File: src/rtl/updown_btn_conditioner_if.sv
// Pin-side bundle between the board inputs and the up/down counter.
// master: drives the raw pins and observes the clean outputs.
// slave : the conditioner itself.
interface updown_btn_conditioner_if;
  logic btn_dir_raw;
  logic btn_step_raw;
  logic dir;
  logic step;
  logic dir_chg;

  modport master (
    output btn_dir_raw,
    output btn_step_raw,
    input  dir,
    input  step,
    input  dir_chg
  );

  modport slave (
    input  btn_dir_raw,
    input  btn_step_raw,
    output dir,
    output step,
    output dir_chg
  );
endinterface

File: src/rtl/updown_btn_conditioner.sv
// Input stage for the 4-bit up/down counter: synchronises and debounces the
// raw direction switch and step button, and turns the debounced step level
// into single-cycle step enables with optional auto-repeat.
//
// Step FSM states:
//   state | meaning
//   IDLE  | button released, waiting for a debounced rising edge
//   DELAY | first pulse issued, timing the initial repeat delay
//   RPT   | auto-repeating, one pulse every RPT_PER cycles while held
module updown_btn_conditioner #(
  parameter int DB_LIMIT = 1000000,
  parameter int DB_W     = 20,
  parameter int AUTO_RPT = 1,
  parameter int RPT_DLY  = 50000000,
  parameter int RPT_PER  = 10000000,
  parameter int RPT_W    = 26
) (
  input  logic                      clk,
  input  logic                      rst_n,
  updown_btn_conditioner_if.slave   btn
);

  localparam logic [DB_W-1:0]  DB_MAX  = DB_W'(DB_LIMIT - 1);
  localparam logic [RPT_W-1:0] DLY_MAX = RPT_W'(RPT_DLY - 1);
  localparam logic [RPT_W-1:0] PER_MAX = RPT_W'(RPT_PER - 1);

  typedef enum logic [1:0] {IDLE, DELAY, RPT} state_t;

  // Bit 0 carries the direction switch, bit 1 the step button.
  logic [1:0]      s1_q, s2_q;
  logic [1:0]      stable_q, stable_d;
  logic [DB_W-1:0] cnt_q [2];
  logic [DB_W-1:0] cnt_d [2];

  logic            dir_d1_q;
  logic            dir_chg_q;

  state_t          state_q;
  logic [RPT_W-1:0] tmr_q;
  logic            step_q;
  logic            stp_prev_q;
  logic            stp;

  assign stp = stable_q[1];

  // Debounce next-state: a level is accepted only after DB_LIMIT stable samples.
  always_comb begin
    stable_d = stable_q;
    for (int i = 0; i < 2; i++) begin
      cnt_d[i] = cnt_q[i];
      if (s2_q[i] == stable_q[i]) begin
        cnt_d[i] = '0;
      end else if (cnt_q[i] == DB_MAX) begin
        stable_d[i] = s2_q[i];
        cnt_d[i]    = '0;
      end else begin
        cnt_d[i] = cnt_q[i] + DB_W'(1);
      end
    end
  end

  // Two-flop synchronisers and debounce state for both inputs.
  always_ff @(posedge clk or negedge rst_n) begin
    if (!rst_n) begin
      s1_q     <= '0;
      s2_q     <= '0;
      stable_q <= '0;
      cnt_q[0] <= '0;
      cnt_q[1] <= '0;
    end else begin
      s1_q     <= {btn.btn_step_raw, btn.btn_dir_raw};
      s2_q     <= s1_q;
      stable_q <= stable_d;
      cnt_q[0] <= cnt_d[0];
      cnt_q[1] <= cnt_d[1];
    end
  end

  // Registered change pulse for the debounced direction, one cycle after dir moves.
  always_ff @(posedge clk or negedge rst_n) begin
    if (!rst_n) begin
      dir_d1_q  <= 1'b0;
      dir_chg_q <= 1'b0;
    end else begin
      dir_d1_q  <= stable_q[0];
      dir_chg_q <= stable_q[0] ^ dir_d1_q;
    end
  end

  // Step FSM with registered pulse output; a release always beats a pending repeat.
  always_ff @(posedge clk or negedge rst_n) begin
    if (!rst_n) begin
      state_q    <= IDLE;
      tmr_q      <= '0;
      step_q     <= 1'b0;
      stp_prev_q <= 1'b0;
    end else begin
      stp_prev_q <= stp;
      step_q     <= 1'b0;
      case (state_q)
        IDLE: begin
          if (stp && !stp_prev_q) begin
            step_q  <= 1'b1;
            tmr_q   <= '0;
            state_q <= DELAY;
          end
        end
        DELAY: begin
          if (!stp) begin
            state_q <= IDLE;
          end else if ((AUTO_RPT != 0) && (tmr_q == DLY_MAX)) begin
            step_q  <= 1'b1;
            tmr_q   <= '0;
            state_q <= RPT;
          end else if (tmr_q != DLY_MAX) begin
            // Without auto-repeat the timer parks at its limit instead of wrapping.
            tmr_q <= tmr_q + RPT_W'(1);
          end
        end
        RPT: begin
          if (!stp) begin
            state_q <= IDLE;
          end else if (tmr_q == PER_MAX) begin
            step_q <= 1'b1;
            tmr_q  <= '0;
          end else begin
            tmr_q <= tmr_q + RPT_W'(1);
          end
        end
        default: state_q <= IDLE;
      endcase
    end
  end

  assign btn.dir     = stable_q[0];
  assign btn.step    = step_q;
  assign btn.dir_chg = dir_chg_q;

endmodule

File: src/flat_wrapper.sv
// flat-port wrapper written by rule: the top's interface ports become plain ports
module updown_btn_conditioner_flat 
#(
  parameter int DB_LIMIT = 1000000,
  parameter int DB_W     = 20,
  parameter int AUTO_RPT = 1,
  parameter int RPT_DLY  = 50000000,
  parameter int RPT_PER  = 10000000,
  parameter int RPT_W    = 26
)
  (clk, rst_n, btn_btn_dir_raw, btn_btn_step_raw, btn_dir, btn_step, btn_dir_chg);
  updown_btn_conditioner_if btn_i ();
  input  logic clk;
  input  logic rst_n;
  input wire logic [$bits(btn_i.btn_dir_raw)-1:0] btn_btn_dir_raw;
  input wire logic [$bits(btn_i.btn_step_raw)-1:0] btn_btn_step_raw;
  output wire logic [$bits(btn_i.dir)-1:0] btn_dir;
  output wire logic [$bits(btn_i.step)-1:0] btn_step;
  output wire logic [$bits(btn_i.dir_chg)-1:0] btn_dir_chg;
  assign btn_i.btn_dir_raw = btn_btn_dir_raw;
  assign btn_i.btn_step_raw = btn_btn_step_raw;
  assign btn_dir = btn_i.dir;
  assign btn_step = btn_i.step;
  assign btn_dir_chg = btn_i.dir_chg;
  updown_btn_conditioner #(.DB_LIMIT(DB_LIMIT), .DB_W(DB_W), .AUTO_RPT(AUTO_RPT), .RPT_DLY(RPT_DLY), .RPT_PER(RPT_PER), .RPT_W(RPT_W)) u_core (.clk(clk), .rst_n(rst_n), .btn(btn_i));
endmodule
File: config.mk
export PLATFORM = sky130hd
export DESIGN_NAME = updown_btn_conditioner_flat
export DESIGN_NICKNAME = d
export VERILOG_FILES = /design/src/rtl/updown_btn_conditioner_if.sv /design/src/rtl/updown_btn_conditioner.sv /design/src/flat_wrapper.sv
export SDC_FILE = /design/constraint.sdc
export NUM_CORES = 1
export LEC_CHECK = 0
export ABC_AREA = 1
export BUFFER_PORTS_ARGS = -buffer_cell sky130_fd_sc_hd__buf_2
export CAP_MARGIN = 40
export CORE_MARGIN = 5
export CORE_UTILIZATION = 45
export DETAILED_ROUTE_END_ITERATION = 12
export SYNTH_ARGS = -nofsm -noshare
export SYNTH_HDL_FRONTEND = slang
export SYNTH_SLANG_ARGS = --single-unit
File: constraint.sdc
create_clock -name clk -period 5.1 [get_ports clk]
set_input_delay 1.02 -clock clk [delete_from_list [all_inputs] [get_ports clk]]
set_output_delay 1.02 -clock clk [all_outputs]
set_load 0.02 [all_outputs]
Yosys cells after proc, flatten, opt, wreduce, memory -nomap -nowiden:

Cells that the tools add are included.

* add/subtract/negate cells: 3
* eq/ne operators: 15
* mux-type cells: 22
* bitwise gates (word level): 3
* reduce and logical (&&, ||, !) cells: 8

Operator list (number)
* $mux W26: 6
* $mux W20: 4
* $pmux W26 S3: 1
* $add A20 B1 Y20 const B: 2
* $eq A20 B20 Y1 const B: 2
* $add A26 B1 Y26 const B: 1
* $eq A26 B24 Y1 const B: 1
* $eq A26 B26 Y1 const B: 1
* $ne A26 B26 Y1 const B: 1
* $mux W2: 4
* $ne A2 B1 Y1 const B: 3
* $pmux W2 S3: 1
* $mux W1: 5
* $reduce_and A5 Y1: 1
* $reduce_and A2 Y1: 2
* $ne A3 B1 Y1 const B: 1
* $ne A3 B3 Y1 const B: 1
* $pmux W1 S3: 1
* $reduce_and A3 Y1: 1
* $reduce_bool A3 Y1: 1
* $eq A1 B1 Y1: 2
* $eq A2 B1 Y1 const B: 1
* $eq A2 B2 Y1 const B: 1
* $logic_not A2 Y1: 1
* 5 further kinds: 6

* register bits after elaboration: 78
* input bits: 4
* output and inout port bits: 3

Depth between registers and ports, before layout:

Gate-level depths: netlist (run 1).

* word-level depth: 5
* mapped depth: 12

Worst setup path before layout (run 1):

No wires, ideal clock.

* path kind: reg-to-reg
* from: register u_core.state_q[0]
* to: register u_core.tmr_q[22]
* library setup time: 0.071 ns
* arrival time: 1.584 ns
* path slack: 3.445 ns
* cell stages (with the launch flop): 13
* path buffers: 1
* cell sequence: dfrtp_1 -> inv_1 -> ha_1 -> nor2_1 -> nor2_1 -> nor2_1 -> nand2_2 -> inv_2 -> buf_4 -> nand3_1 -> nand2_1 -> nand2_1 -> nor2_1

* longest elaborated chain between the ends: 3
* elaborated cells on any way between the ends: 10

Ends and longest elaborated chain
* start, declared: RTL line updown_btn_conditioner.sv:38 `state_t state_q;`
* start signal, assigned: RTL line updown_btn_conditioner.sv:93 `state_q <= IDLE;`
* start signal, assigned: RTL line updown_btn_conditioner.sv:105 `state_q <= DELAY;`
* start signal, assigned: RTL line updown_btn_conditioner.sv:110 `state_q <= IDLE;`
* $eq A2 B1 Y1, or another cell as far along: RTL line updown_btn_conditioner.sv:100 `case (state_q)`
* $ne A3 B1 Y1 (no line), or another cell as far along
* $reduce_and A5 Y1 (no line)
* end signal, assigned: RTL line updown_btn_conditioner.sv:117 `tmr_q <= tmr_q + RPT_W'(1);`
* end signal, assigned: RTL line updown_btn_conditioner.sv:127 `tmr_q <= tmr_q + RPT_W'(1);`
* end, declared: RTL line updown_btn_conditioner.sv:39 `logic [RPT_W-1:0] tmr_q;`

Parallel ways exist; a longest one is shown, timed or not.
A chain may end at the register's enable or synchronous reset.

Worst setup path in the final report (run 1):

* from: register u_core.state_q[0]
* to: register u_core.tmr_q[8]

Same word-level chain as after synthesis.

==> results.tsv, run 1 <==
metric	value	unit
vias in the first global route	3384	
Synth Cell Area	4320	sq um
YS warnings	0	
Port Buffers	6	
Hold WS	358	ps
Yosys cell types	30	
Overflow after GRT	0	
Setup CP Type	reg -> reg	
# DRC	0	
min cycle time layout	2190	ps
Hold Path Class	reg -> reg	
commonest cells after routing, fill and taps aside	nor2_1 (132), nand2_1 (114), dfrtp_1 (78)	
die area	11700	sq um
crit path DAT	2450	ps
run status	finished, final reports clean	
flops & latches, synth	78	
syn_nets	580	
Worst Setup End Kind	flip-flop	
RSZ-0062 raised after global routing	no	
CP max FO	19	
TritonCTS clock tree	yes	
drt first-iter violations	94	
via-per-instance ratio	4.90	
DRT Wirelength	8560	um
Num Clock Sinks	78	
die height	108	um
Final Cycle Share	0.430	
area used by multi-input combinational logic	2080	sq um
largest net degree at the start of global routing	63	
drt pass-1 iters	4	
setup_tns	0	ps
Worst Skew	9.40	ps
leading cell type in the layout, fill and taps excluded	nor2_1	
antenna violations before repair	0	
Worst-Margin Slew	698	ps
fin util	0.504	
die width	108	um
Final nets	593	
CTS Hold Buffers Added	0	
highest clock rate	456	MHz
Core Area	9280	sq um
worst vdd ir	0.161	mV
maxcap violations	0	
Reg clk slew, reported paths	80	ps
I/O pins	7	
row cnt	35	
layout cells sized above 1	0.0718	
required time worst endpoint	5360	ps
sequential area share after synthesis	0.452	
Gates resized, CTS repair	0	
Worst-Skew Late Latency	330	ps
TritonCTS Buffers	9	
clk root buf	clkbuf_8	
clk buf depth	2	
average cell area after synthesis	7.60	sq um
register area	1950	sq um
Final Hold Violating Endpoints	0	
ANT cells	0	
Routed WL per cell	12.0	um
worst rel slew slack	0.534	
Global Route Usage Sum	0.164	
Post-synth ARST share	1.00	
GPL Wtd Cong	0.876	
area delta synth->final	8.35	%
Starting Density	0.465	
fillcell total	942	
P_leak	1.99	nW
Slew Limit Fails	0	
number of setup buffers added after CTS	0	
Main synth FF type	dfrtp_1	
PwrDens	236	nW/um^2
H-tree levels	3	
Routed Antenna Nets	0	
Final Cell Area	4680	sq um
DR vias	3501	
crit start category	flip-flop	
Placed Area	4490	sq um
HPWL after DPL	6430	um
Mapped Cells	568	
Final setup viols	0	
Post-synth EDFFs	0	
first-pass GRT wire length	15400	um
-- Yosys cell counts, types with 2 or more instances --
master,count,area share
nor3_1,26,0.030
nand2_2,5,0.0072
buf_4,2,0.0035
inv_1,60,0.052
xnor2_1,7,0.014
nand4_1,16,0.023
dfrtp_1,78,0.45
nand3b_1,2,0.0035
nor4_1,2,0.0029
xor2_1,26,0.053
buf_6,3,0.0078
nor3_2,3,0.0070
nor2_2,4,0.0058
nand3_1,44,0.051
ha_1,8,0.023
a21oi_1,12,0.014
nor2_1,132,0.11
o21ai_0,10,0.012
nand2_1,114,0.099
inv_2,4,0.0035
-- kinds of logic after synthesis --
| kind of cell | synth area share |
|---|---|
| simple gates | 0.354 |
| flops | 0.452 |
| buf+inv | 0.0670 |
| xor+xnor | 0.0670 |
| compound gates | 0.0365 |
| fa+ha+maj | 0.0232 |
-- flip-flops by register name, indices dropped and copies added, names as in the netlist --
signal              flops
u_core.s1_q             2
u_core.stable_q         2
u_core.tmr_q           26
u_core.btn.dir_chg      1
u_core.stp_prev_q       1
u_core.cnt_q           40
u_core.state_q          2
u_core.btn.step         1
u_core.dir_d1_q         1
u_core.s2_q             2
-- per-layer routing --
metal / global-route usage / share of wire / routed length [um]
met5: 0 / 0 / 0
met4: 0.0406 / 0.0082 / 70
met3: 0.0358 / 0.018 / 154
met2: 0.269 / 0.47 / 3990
met1: 0.222 / 0.51 / 4350
-- final cells by class --
cell class | count | share of cell area
sequential | 78 | 0.417
clock inverter | 6 | 0.0136
timing repair buffer | 7 | 0.0128
multi-input combinational | 421 | 0.444
tap | 129 | 0.0345
inverter | 64 | 0.0514
clock buffer | 9 | 0.0265
-- power breakdown --
group | switching [W] | internal (W) | total [W]
clock network | 0.000221 | 0.000222 | 0.000444
logic | 0.0000220 | 0.00000853 | 0.0000305
registers | 0.00000382 | 0.000623 | 0.000627
total | 0.000247 | 0.000854 | 0.00110
-- per-stage QoR --
stage	total power, W	worst slack, ps	cells
global placement	0.000668	3020	698
floorplan	0.000651	3440	568
global route	0.00116	2590	714
CTS	0.00112	2870	714
detailed placement	0.000672	2900	699
finish	0.00110	2910	714
-- critical path: stages, from the launching register on --
cell and delay [ps]:
dfrtp_1 400, inv_1 80, ha_1 250, nor2_1 120
nor2_1 40, nor2_1 110, nand2_2 240, inv_2 360
nand2_1 140, o21ai_0 160, o21ai_0 100, nor2_1 110
-- path summary, 6_finish.rpt --
| check | from | cells after the start | to | slack, ps |
|---|---|---|---|---|
| hold / removal | u_core.s1_q[1]$_DFF_PN0_ | 0 | u_core.s2_q[1]$_DFF_PN0_ | 360 |
| setup reg to reg | u_core.state_q[0]$_DFFE_PN0P_ | 11 | u_core.tmr_q[8]$_DFFE_PN0P_ | 2910 |
| hold reg to reg | u_core.s1_q[1]$_DFF_PN0_ | 0 | u_core.s2_q[1]$_DFF_PN0_ | 360 |
| max in group asynchronous | rst_n | 2 | u_core.cnt_q[7]$_DFF_PN0_ | 3990 |
| min in group asynchronous | rst_n | 1 | u_core.tmr_q[21]$_DFFE_PN0P_ | 550 |
| setup / recovery | u_core.state_q[0]$_DFFE_PN0P_ | 11 | u_core.tmr_q[8]$_DFFE_PN0P_ | 2910 |
No activity file was read; power rests on OpenSTA's default activity.
==> run 2, diff against run 1 <==
==> constraint.sdc (replaced) <==
create_clock -name clk -period 1.9 [get_ports clk]
set_input_delay 0.38 -clock clk [delete_from_list [all_inputs] [get_ports clk]]
set_output_delay 0.38 -clock clk [all_outputs]
set_load 0.02 [all_outputs]
==> run 2 against run 1 <==
Compared with the run above: clock power grew to 2.9 times the previous value; via count is 5.5% higher; final area is 8.1% higher; highest routed layer unchanged; utilization is 4.1 points higher; total power grew to 2.8 times the previous value; clock-buffer cell count is 1 higher; global-route usage is 0.78 points higher; critical path depth is 1 lower; sequential share of layout area is 3.0 points lower.
==> results.tsv, run 2 (synthesis results as in run 1) <==
metric	value	unit	change
die width	108	um	unchanged
Final Cycle Share	0.981		was 0.430
crit start category	flip-flop		unchanged
TritonCTS Buffers	9		unchanged
Non-Filler Instances	739		was 714
HPWL after DPL	6870	um	was 6430 um
die area	11700	sq um	unchanged
fin util	0.545		was 0.504
Largest regs	u_core.cnt_q x40, u_core.tmr_q x26		unchanged
Top delay family on crit path	simple AND/OR/NAND/NOR gates		unchanged
Final setup viols	0		unchanged
Worst Skew	14.0	ps	was 9.40 ps
Core Area	9280	sq um	unchanged
ANT cells	0		unchanged
row cnt	35		unchanged
crit path DAT	2100	ps	was 2450 ps
min cycle time layout	1860	ps	was 2190 ps
via-per-instance ratio	5.00		was 4.90
Final Hold Violating Endpoints	0		unchanged
setup_tns	0	ps	unchanged
I/O pins	7		unchanged
Setup CP Type	reg -> reg		unchanged
Hold WS	128	ps	was 358 ps
clk root buf	clkbuf_8		unchanged
run status	finished, final reports clean		unchanged
crit-path cells	inv_2, ha_4, nor2_2, nor2_1, nor2_2, nand2_4, buf_6, a21oi_4, clkbuf_16, nor2_2		was inv_1, ha_1, nor2_1, nor2_1, nor2_1, nand2_2, inv_2, nand2_1, o21ai_0, o21ai_0, nor2_1
Logic pwr share	0.029		was 0.028
antenna violations before repair	0		unchanged
clk buf depth	2		unchanged
Slew Limit Fails	0		unchanged
drt pass-1 iters	4		unchanged
layout cells sized above 1	0.161		was 0.0718
Starting Density	0.465		unchanged
Final nets	617		was 593
# DRC	0		unchanged
largest net degree at the start of global routing	36		was 63
DRT Wirelength	9670	um	was 8560 um
required time worst endpoint	2140	ps	was 5360 ps
PwrDens	603	nW/um^2	was 236 nW/um^2
DR vias	3695		was 3501
Internal Pwr Total	0.00234	W	was 0.000854 W
placed cells	712		was 699
area delta synth->final	17.2	%	was 8.35%
maxcap violations	0		unchanged
die height	108	um	unchanged
TritonCTS clock tree	yes		unchanged
Top reg by flops	u_core.cnt_q		unchanged
vias in the first global route	3657		was 3384
RSZ-0062 raised after global routing	yes		was no
Switch Pwr	0.000709	W	was 0.000247 W
CP max FO	6		was 19
Worst-Skew Late Latency	350	ps	was 330 ps
Routed WL per cell	13.1	um	was 12.0 um
Max stage delay cell, worst path	dfrtp_2		was dfrtp_1
max reg flops	40		unchanged
worst rel slew slack	0.694		was 0.534
GPL Wtd Cong	0.884		was 0.876
Port Buffers	6		unchanged
Global Route Usage Sum	0.172		was 0.164
Routed Antenna Nets	0		unchanged
leading cell type in the layout, fill and taps excluded	nor2_1		unchanged
first-pass GRT wire length	16200	um	was 15400 um
P_leak	2.14	nW	was 1.99 nW
fillcell total	866		was 942
commonest cells after routing, fill and taps aside	nor2_1 (119), nand2_1 (108), dfrtp_1 (73)		was nor2_1 (132), nand2_1 (114), dfrtp_1 (78)
Bufs and invs on worst path	3		was 2
Worst Setup End Kind	flip-flop		unchanged
CP peak stage delay	420	ps	was 400 ps
H-tree levels	3		unchanged
clock power share	0.418		was 0.403
Num Clock Sinks	78		unchanged
Reg clk slew, reported paths	90	ps	was 80 ps
Worst-Margin Slew	459	ps	was 698 ps
Overflow after GRT	0		unchanged
worst vdd ir	0.306	mV	was 0.161 mV
drt first-iter violations	201		was 94
Hold Path Class	in -> reg		was reg -> reg
highest clock rate	537	MHz	was 456 MHz
sw frac	0.233		was 0.224
Worst path most repeated cell	nor2_2		was nor2_1
Seq pwr share	0.552		was 0.569
## run 2: cell types whose count changed in the layout (fill, tap and decap cells not counted), sizes merged
| cell | previous run | this run |
|---|---|---|
| buf | 7 | 28 |
| clkinv | 3 | 4 |
| dlygate4sd3 | 0 | 1 |
| clkinvlp | 2 | 1 |
| clkbuf | 9 | 12 |
## run 2: power by group through the flow
| stage | clock network (W) | logic, W | registers (W) |
|---|---|---|---|
| finish | 0.00128 | 0.0000898 | 0.00168 |
| global route | 0.00139 | 0.000107 | 0.00169 |
| CTS | 0.00132 | 0.0000945 | 0.00168 |
| detailed placement | 0 | 0.0000921 | 0.00172 |
| global placement | 0 | 0.0000904 | 0.00172 |
| floorplan | 0 | 0.0000330 | 0.00171 |
## run 2: final cells by class
class / count / area [sq um] / share of cell area
multi-input cells: 421 / 2190 / 0.433
flip-flops and latches: 78 / 1960 / 0.387
repair buffers: 31 / 303 / 0.0599
inverters: 64 / 245 / 0.0485
well taps: 129 / 161 / 0.0319
clock buffers: 10 / 138 / 0.0272
clock inverters: 6 / 61.3 / 0.0121
## run 2: path summary, 6_finish.rpt
kind / from / to / slack [ps] / cells after the start
setup / recovery: u_core.state_q[1]$_DFFE_PN0P_ / u_core.tmr_q[4]$_DFFE_PN0P_ / 40 / 10
hold / removal: btn_btn_step_raw / u_core.s1_q[1]$_DFF_PN0_ / 130 / 1
setup reg to reg: u_core.state_q[1]$_DFFE_PN0P_ / u_core.tmr_q[4]$_DFFE_PN0P_ / 40 / 10
hold reg to reg: u_core.s1_q[1]$_DFF_PN0_ / u_core.s2_q[1]$_DFF_PN0_ / 360 / 0
max in group asynchronous: rst_n / u_core.s2_q[0]$_DFF_PN0_ / 820 / 3
min in group asynchronous: rst_n / u_core.tmr_q[23]$_DFFE_PN0P_ / 530 / 2
## run 2: metrics by stage
stage               total power (W)  worst slack, ps  area (sq um)
global route                0.00318            -90.1          5060
finish                      0.00305             36.3          5060
floorplan                   0.00175              245          4320
detailed placement          0.00181             89.6          4590
global placement            0.00181              102          4590
CTS                         0.00309             60.9          4800
## run 2: timing repair
| item | in CTS | in global routing |
|---|---|---|
| setup endpoints to repair | 0 | 26 |
| resized for setup | 0 | 43 |
| hold buffers | 1 | 0 |
| endpoints found under the hold margin | 27 | 0 |
| setup buffers | 0 | 7 |
## run 2: metal layers
metal	wire length, um	GRT usage	up-vias
met1	4630	0.223	1732
met3	321	0.0364	13
li1	-	-	1880
met2	4540	0.282	70
met5	0	0	-
met4	176	0.0649	0
==> run 3, diff against run 2 <==
--- a/config.mk
+++ b/config.mk
@@ -6,11 +6,11 @@
 export NUM_CORES = 1
 export LEC_CHECK = 0
 export ABC_AREA = 1
-export BUFFER_PORTS_ARGS = -buffer_cell sky130_fd_sc_hd__buf_2
 export CAP_MARGIN = 40
 export CORE_MARGIN = 5
 export CORE_UTILIZATION = 45
 export DETAILED_ROUTE_END_ITERATION = 12
+export DONT_BUFFER_PORTS = 1
 export SYNTH_ARGS = -nofsm -noshare
 export SYNTH_HDL_FRONTEND = slang
 export SYNTH_SLANG_ARGS = --single-unit
==> run 3 against run 2 <==
Compared with the run above: the run now ends with hold timing left; die area did not move; worst hold slack got worse by 410 ps; combinational power fell by 50%; clock power rose by 12%; clock skew fell by 3.7 ps; via count fell by 1.5%; worst setup slack improved by 100 ps; total power rose by 3.5%; non-clock buffer count fell by 12; routed wire length fell by 6.3%; largest cell class unchanged.
==> results.tsv, run 3 (synthesis results as in run 1) <==
metric	value	unit	change
fin util	0.528		was 0.545
Routed Antenna Nets	0		unchanged
Placed Area	4530	sq um	was 4590 sq um
Worst-Skew Late Latency	350	ps	about the same
die height	108	um	unchanged
Worst Skew	10.3	ps	was 14.0 ps
maxcap violations	0		unchanged
first-pass GRT wire length	16000	um	was 16200 um
Top delay family on crit path	simple AND/OR/NAND/NOR gates		unchanged
Port Buffers	0		was 6
Core Area	9280	sq um	unchanged
TritonCTS Buffers	9		unchanged
setup_tns	0	ps	unchanged
min cycle time layout	1760	ps	was 1860 ps
clock power share	0.452		was 0.418
H-tree levels	3		unchanged
flop2flop setup slack	140	ps	was 40 ps
Final Cell Area	4900	sq um	was 5060 sq um
PwrDens	644	nW/um^2	was 603 nW/um^2
HPWL after DPL	6580	um	was 6870 um
leading cell type in the layout, fill and taps excluded	nor2_1		unchanged
Reg clk slew, reported paths	80	ps	was 90 ps
commonest cells after routing, fill and taps aside	nor2_1 (126), nand2_1 (113), dfrtp_1 (77)		was nor2_1 (119), nand2_1 (108), dfrtp_1 (73)
CP peak stage delay	420	ps	about the same
Slew Limit Fails	0		unchanged
largest net degree at the start of global routing	79		was 36
TritonCTS clock tree	yes		unchanged
DRT Wirelength	9060	um	was 9670 um
Final nets	606		was 617
GPL Wtd Cong	0.909		was 0.884
Final setup viols	0		unchanged
drt pass-1 iters	4		unchanged
via-per-instance ratio	5.00		about the same
path depth of the worst reg2reg path	10		unchanged
DR vias	3638		was 3695
worst rel slew slack	0.738		was 0.694
Max stage delay cell, worst path	dfrtp_1		was dfrtp_2
crit start category	flip-flop		unchanged
Starting Density	0.465		unchanged
Total Power	0.00316	W	was 0.00305 W
clk buf depth	2		unchanged
area delta synth->final	13.5	%	was 17.2%
sw frac	0.207		was 0.233
Internal Pwr Total	0.00250	W	was 0.00234 W
vias in the first global route	3524		was 3657
ANT cells	0		unchanged
FF-to-FF End	u_core.tmr_q[8]$_DFFE_PN0P_		was u_core.tmr_q[4]$_DFFE_PN0P_
CP max FO	14		was 6
max reg flops	40		unchanged
clk root buf	clkbuf_8		unchanged
die area	11700	sq um	unchanged
Global Route Usage Sum	0.170		was 0.172
run status	finished, violations left		was finished, final reports clean
layout cells sized above 1	0.115		was 0.161
RSZ-0062 raised after global routing	yes		unchanged
# DRC	0		unchanged
Switch Pwr	0.000654	W	was 0.000709 W
failing checks	hold timing		
crit path DAT	2000	ps	was 2100 ps
Top reg by flops	u_core.cnt_q		unchanged
crit-path cells	inv_2, ha_2, nor2_2, nor2_1, nor2_2, nand2_4, buf_12, a21oi_4, buf_12, nor2_1		was inv_2, ha_4, nor2_2, nor2_1, nor2_2, nand2_4, buf_6, a21oi_4, clkbuf_16, nor2_2
required time worst endpoint	2130	ps	was 2140 ps
highest clock rate	567	MHz	was 537 MHz
I/O pins	7		unchanged
Final Hold Violating Endpoints	78		was 0
Worst Setup End Kind	flip-flop		unchanged
Setup CP Type	reg -> reg		unchanged
antenna violations before repair	0		unchanged
die width	108	um	unchanged
Logic pwr share	0.014		was 0.029
Seq pwr share	0.534		was 0.552
Largest regs	u_core.cnt_q x40, u_core.tmr_q x26		unchanged
Final Cycle Share	0.928		was 0.981
Hold WS	-281	ps	was 128 ps
FF-to-FF Start	u_core.state_q[0]$_DFFE_PN0P_		was u_core.state_q[1]$_DFFE_PN0P_
Bufs and invs on worst path	3		unchanged
drt first-iter violations	114		was 201
Worst-Margin Slew	390	ps	was 459 ps
row cnt	35		unchanged
P_leak	2.10	nW	was 2.14 nW
worst vdd ir	0.383	mV	was 0.306 mV
Overflow after GRT	0		unchanged
Routed WL per cell	12.4	um	was 13.1 um
Num Clock Sinks	78		unchanged
Hold Path Class	in -> async		was in -> reg
run 3: cell count changes in the layout (fill, tap and decap cells not counted), moves of 5 or more:
cell | previous run | this run
buf_2 | 5 | 0
nand2_1 | 108 | 113
nand2_2 | 10 | 5
nor2_1 | 119 | 126
nor2_2 | 14 | 9
run 3: worst max-delay path by stage:
stage                                  startpoint                      endpoint  slack [ps]  cells past startpoint
floorplan           u_core.state_q[0]$_DFFE_PN0P_  u_core.tmr_q[22]$_DFFE_PN0P_         240                     12
global placement    u_core.state_q[0]$_DFFE_PN0P_   u_core.tmr_q[8]$_DFFE_PN0P_          70                     11
detailed placement  u_core.state_q[0]$_DFFE_PN0P_   u_core.tmr_q[8]$_DFFE_PN0P_        -0.8                     11
CTS                 u_core.state_q[0]$_DFFE_PN0P_  u_core.tmr_q[24]$_DFFE_PN0P_          30                     10
global route            u_core.cnt_q[0]$_DFF_PN0_    u_core.cnt_q[14]$_DFF_PN0_         -10                      8
finish              u_core.state_q[0]$_DFFE_PN0P_   u_core.tmr_q[8]$_DFFE_PN0P_         140                     10
run 3: power groups by stage:
stage | registers [W] | clock network, W | logic [W]
floorplan | 0.00171 | 0 | 0.0000330
global placement | 0.00172 | 0 | 0.0000448
detailed placement | 0.00172 | 0 | 0.0000457
CTS | 0.00168 | 0.00148 | 0.0000455
global route | 0.00169 | 0.00154 | 0.0000550
finish | 0.00168 | 0.00143 | 0.0000452
run 3: metal layers:
layer  global-route usage  vias up  wire length, um
met5                    0        -                0
met4               0.0658        0              140
met3               0.0269       13              225
met2                0.272       45             4270
met1                0.232     1718             4430
li1                     -     1862                -
run 3: area by class of cell:
cell class | instances | area (sq um)
multi-input cells | 421 | 2110
flip-flops and latches | 78 | 1950
repair buffers | 19 | 189
fillers | 928 | 4380
clock buffers | 11 | 151
clock inverters | 5 | 81.3
repair inverters | 1 | 5.00
well taps | 129 | 161
inverters | 64 | 245
run 3: through the flow:
stage	cells	setup slack [ps]
2_1_floorplan	568	245
3_3_place_gp	704	71.1
3_5_place_dp	704	-0.813
4_1_cts	720	34.4
5_1_grt	728	-14.2
6_report	728	136
run 3: what timing repair did:
item,in CTS,in global routing
endpoints found under the hold margin,78,78
gates cloned,0,2
pin swaps,0,3
setup endpoints to repair,2,26
setup buffers,0,6
resized for setup,1,21
